`src/rtl/uart_byte_tx.sv`:
```
// 8N1 UART byte transmitter with five selectable baud rates; start bit appears one clock after En is accepted.
// No backpressure: En is ignored while busy; Uart_tx_done pulses at frame end so the next byte can be issued.
module uart_byte_tx #(
  parameter int CLK_HZ = 50_000_000
) (
  input  logic       Clk,
  input  logic       Rst_n,
  input  logic       En,
  input  logic [2:0] Baud_sel,
  input  logic [7:0] Data_byte,
  output logic       Uart_tx,
  output logic       Uart_tx_done,
  output logic       Uart_state
);

  localparam int DIV_9600   = CLK_HZ / 9600   - 1;
  localparam int DIV_19200  = CLK_HZ / 19200  - 1;
  localparam int DIV_38400  = CLK_HZ / 38400  - 1;
  localparam int DIV_57600  = CLK_HZ / 57600  - 1;
  localparam int DIV_115200 = CLK_HZ / 115200 - 1;
  // The slowest rate has the largest divisor, so it sets the counter width.
  localparam int CW = (DIV_9600 > 0) ? $clog2(DIV_9600 + 1) : 1;

  typedef enum logic {
    IDLE = 1'b0,
    SEND = 1'b1
  } state_t;

  state_t        state_q, state_d;
  logic [CW-1:0] cnt_q, cnt_d;
  logic [CW-1:0] div_q, div_d;
  logic [CW-1:0] sel_div;
  logic [3:0]    bit_q, bit_d;
  logic [7:0]    data_q, data_d;
  logic [9:0]    frame_bits;
  logic          tx_d, done_d;
  logic          accept, bit_end, frame_end;

  always_comb begin
    case (Baud_sel)
      3'd1:    sel_div = CW'(DIV_19200);
      3'd2:    sel_div = CW'(DIV_38400);
      3'd3:    sel_div = CW'(DIV_57600);
      3'd4:    sel_div = CW'(DIV_115200);
      default: sel_div = CW'(DIV_9600);
    endcase
  end

  assign accept    = (state_q == IDLE) && En;
  assign bit_end   = (state_q == SEND) && (cnt_q == div_q);
  assign frame_end = bit_end && (bit_q == 4'd9);

  // State register
  always_ff @(posedge Clk) begin
    if (!Rst_n) begin
      state_q <= IDLE;
    end else begin
      state_q <= state_d;
    end
  end

  // Next-state logic
  always_comb begin
    state_d = state_q;
    case (state_q)
      IDLE:    if (En) state_d = SEND;
      SEND:    if (frame_end) state_d = IDLE;
      default: state_d = IDLE;
    endcase
  end

  // Divider, bit index and latched byte/divisor
  always_comb begin
    cnt_d  = cnt_q;
    bit_d  = bit_q;
    data_d = data_q;
    div_d  = div_q;
    if (accept) begin
      cnt_d  = '0;
      bit_d  = 4'd0;
      data_d = Data_byte;
      div_d  = sel_div;
    end else if (state_q == SEND) begin
      if (frame_end) begin
        cnt_d = '0;
        bit_d = 4'd0;
      end else if (bit_end) begin
        cnt_d = '0;
        bit_d = bit_q + 4'd1;
      end else begin
        cnt_d = cnt_q + 1'b1;
      end
    end
  end

  always_ff @(posedge Clk) begin
    if (!Rst_n) begin
      cnt_q  <= '0;
      bit_q  <= 4'd0;
      data_q <= 8'h00;
      div_q  <= '0;
    end else begin
      cnt_q  <= cnt_d;
      bit_q  <= bit_d;
      data_q <= data_d;
      div_q  <= div_d;
    end
  end

  // Output logic: computed from next-cycle values so the line itself is a flop.
  always_comb begin
    frame_bits = {1'b1, data_d, 1'b0};
    tx_d       = 1'b1;
    done_d     = frame_end;
    if (state_d == SEND) begin
      tx_d = frame_bits[bit_d];
    end
  end

  always_ff @(posedge Clk) begin
    if (!Rst_n) begin
      Uart_tx      <= 1'b1;
      Uart_tx_done <= 1'b0;
    end else begin
      Uart_tx      <= tx_d;
      Uart_tx_done <= done_d;
    end
  end

  assign Uart_state = (state_q == SEND);

endmodule

```
`config.mk`:
```
export PLATFORM = sky130hd
export DESIGN_NAME = uart_byte_tx
export DESIGN_NICKNAME = d
export VERILOG_FILES = /design/src/rtl/uart_byte_tx.sv
export SDC_FILE = /design/constraint.sdc
export NUM_CORES = 1
export LEC_CHECK = 0
export BUFFER_PORTS_ARGS = -buffer_cell sky130_fd_sc_hd__buf_2
export CORE_MARGIN = 3
export CORE_UTILIZATION = 40
export CTS_BUF_LIST = sky130_fd_sc_hd__clkbuf_8
export DETAILED_ROUTE_END_ITERATION = 6
export PLACE_DENSITY = 0.61
export SETUP_SLACK_MARGIN = 0.05
export SLEW_MARGIN = 20
export SYNTH_ARGS = -nofsm -noshare
export SYNTH_HDL_FRONTEND = slang
export SYNTH_SLANG_ARGS = --single-unit
```
`constraint.sdc`:
```
create_clock -name Clk -period 5.1 [get_ports Clk]
set_input_delay 0.255 -clock Clk [delete_from_list [all_inputs] [get_ports Clk]]
set_output_delay 0.255 -clock Clk [all_outputs]
set_load 0.03 [all_outputs]
```
==> results.sh <==
export IMPL_cts_sinks=39
export IMPL_grt_pass1_vias=1570
export IMPL_cp_top_family="simple AND/OR/NAND/NOR gates"
export IMPL_postLayoutCoreUtil_pct=46.1
export IMPL_cts_setup_buffers=0
export IMPL_cts_root_buf="clkbuf_8"
export IMPL_async_flop_share_pct=0
export IMPL_clock_power_share_pct=38.4
export IMPL_grt_pass1_wl_microns=7510
export IMPL_cts_tree="done"
export IMPL_path_clk_slew_ps=80
export IMPL_grtUsageTotal_pct=15.3
export IMPL_slew_violations=0
export IMPL_cpMaxStageDelayCell="dfxtp_1"
export IMPL_switching_power_uw=179
export IMPL_hold_buffers=0
export IMPL_timing_hold_violations_final=0
export IMPL_min_period_ps=2480
export IMPL_antenna_left=0
export IMPL_p_leak_nw=0.836
export IMPL_clk_latency_ps=300
export IMPL_post_synth_cell_area_avg_sq_um=9.14
export IMPL_htreeDepth=2
export IMPL_fmax_ghz=0.403
export IMPL_rsz0062_at_grt="false"
export IMPL_path_cells="nand4_2 > nor4_4 > mux2i_1 > nor4b_1 > o22ai_1 > a41o_1"
export IMPL_synth_ff_type="dfxtp_1"
export IMPL_grt_max_degree=24
export IMPL_wl_per_cell_microns=13.6
export IMPL_synth_seq_cells=39
export IMPL_tns_ps=0
export IMPL_core_rowCount=26
export IMPL_power_uw=680
export IMPL_dieWidth_microns=79.7
export IMPL_power_frac_seq_pct=48.8
export IMPL_drive_above_1_share_pct=16.6
export IMPL_via_per_inst=5.13
export IMPL_synth_edff_count=0
export IMPL_internal_power_uw=500
export IMPL_met1_length_microns=2160
export IMPL_drc=0
export IMPL_synth_distinct_cells=46
export IMPL_vias=1658
export IMPL_dr_wl_met3_microns=156
export IMPL_cts_buffer_depth=2
export IMPL_setup_violations=0
export IMPL_io_pins=17
export IMPL_hold_ws_ps=191
export IMPL_placed_cell_area_sq_mm=0.00227
export IMPL_yosys_warnings=0
export IMPL_max_stage_delay_ps=620
export IMPL_status="completed"
export IMPL_worst_path_buf_inv=0
export IMPL_reg2regPathDepth=6
export IMPL_wl_met2_microns=2010
export IMPL_overflow=0
export IMPL_final_cell_mix="39 x dfxtp_1, 37 x nand2_1, 27 x nor2_1"
export IMPL_fin_crit_sh_pct=48.7
export IMPL_powerDensity_mw_per_mm2=285
export IMPL_drt_pass1_iterations=4
export IMPL_max_cap_violations=0
export IMPL_diodes=0
export IMPL_initial_core_util_pct=42.0
export IMPL_cts_repair_resized=0
export IMPL_tightest_slew_ps=771
export IMPL_dieHeight_microns=79.7
export IMPL_max_vdd_ir_drop_mv=0.154
export IMPL_arrival_ps=2680
export IMPL_routabilityCongestion=0.723
export IMPL_pwr_share_comb_pct=12.8
export IMPL_dieArea_sq_mm=0.00636
export IMPL_required_ps=5300
export IMPL_relSlewSlack_pct=48.6
export IMPL_routed_top_layer="met4"
export IMPL_worstSetupStartpointType="flop"
export IMPL_crit_path_end_kind="flop"
export IMPL_min_delay_path_class="input pin to flop"
export IMPL_wl_microns=4400
export IMPL_finalInstanceArea_sq_mm=0.00239
export IMPL_antenna_found_initial=0
export IMPL_nFillCells=515
export IMPL_mostFrequentLayoutCell="dfxtp_1"
export IMPL_syn_num_nets=255
export IMPL_core_sq_mm=0.00517
export IMPL_r2r_slack_ps=2620
export IMPL_cts_made_buffers=5
export IMPL_syn_to_final_growth_pct=9.72
export IMPL_fin_skew_ps=10.4
export IMPL_cp_num_cells=6
export IMPL_drt_iter0_markers=90
export IMPL_final_nets=269
export IMPL_seq_area_frac_synth_pct=35.9
export IMPL_worstSetupPathType="flop to flop"
export IMPL_switching_share_pct=26.4
export IMPL_port_buffers=16
export IMPL_syn_inst=238
export IMPL_critPathMaxFanout=12
export IMPL_dp_hpwl_microns=3340
export IMPL_synth_area_sq_mm=0.00217
export IMPL_min_path_cells=3
path summary, 6_finish.rpt:
kind	startpoint	to
max	Uart_state$_SDFF_PN0_	Uart_tx$_SDFF_PN1_
min	Data_byte[3]	data_q[3]$_SDFF_PN0_
max reg2reg	Uart_state$_SDFF_PN0_	Uart_tx$_SDFF_PN1_
min reg2reg	data_q[3]$_SDFF_PN0_	data_q[3]$_SDFF_PN0_
registers in the layout, indices dropped and copies added (netlist names):
name and flops:
Uart_state 1, Uart_tx 1, bit_q 4, div_q 11, data_q 8, cnt_q 13, Uart_tx_done 1
area by class of cell:
cell class	instances	area (sq um)	area share (%)
multi-input cells	187	1310	54.9
flip-flops and latches	39	781	32.7
repair buffers	17	87.6	3.67
well taps	70	87.6	3.67
clock buffers	5	68.8	2.88
clock inverters	3	43.8	1.84
inverters	2	7.51	0.315
power by group through the flow:
stage | registers (mW) | logic (mW) | clock network [mW]
final | 0.332 | 0.0869 | 0.261
after global routing | 0.334 | 0.0967 | 0.281
after CTS | 0.332 | 0.0879 | 0.268
after detailed placement | 0.339 | 0.0878 | 0
after global placement | 0.339 | 0.0870 | 0
after floorplan | 0.336 | 0.0721 | 0
routing by layer:
metal	track usage, %	vias to the layer above
li1	-	859
met1	20.7	764
met2	23.3	26
met3	3.84	9
met4	6.08	0
met5	0	-
worst reg2reg max path: stages (launching register included):
cell	delay, ps
dfxtp_1	620
nand4_2	310
nor4_4	380
mux2i_1	450
nor4b_1	290
o22ai_1	110
a41o_1	220
logic make-up after synthesis:
family | after synthesis | share of synthesized area, %
buffers and inverters | 12 | 3.85
AOI/OAI and AO/OA | 40 | 12.5
adders and majority gates | 3 | 1.73
and+or+nand+nor | 110 | 28.0
xor gates and xnor gates | 25 | 13.3
muxes | 9 | 4.72
DFF | 39 | 35.9
per-stage QoR:
stage / setup WS, ps / cells
6_report: 2620 / 323
3_3_place_gp: 2580 / 315
5_1_grt: 2350 / 323
2_1_floorplan: 2920 / 238
4_1_cts: 2610 / 323
3_5_place_dp: 2630 / 315
cell usage after synthesis (all sizes together) (2+ instances only):
cell type	n	area share, %
o21ai	10	2.3
xor2	7	2.8
xnor2	18	11
nand4	8	4.0
nor4	6	3.4
nand3	4	0.92
nor3	3	0.69
buf	4	2.1
nor2b	3	0.86
or3	2	0.58
mux2i	9	4.7
a41oi	2	0.81
nor2	27	4.7
o211a	2	0.92
a21boi	11	3.8
ha	3	1.7
nand2b	9	2.6
and2	2	0.58
nand2	37	6.4
o22ai	2	0.58
dfxtp	39	36
inv	2	0.35
a21oi	6	1.4
and3	4	1.2
clkbuf	5	0.86
Note: power is estimated with default switching activity, not from simulation.
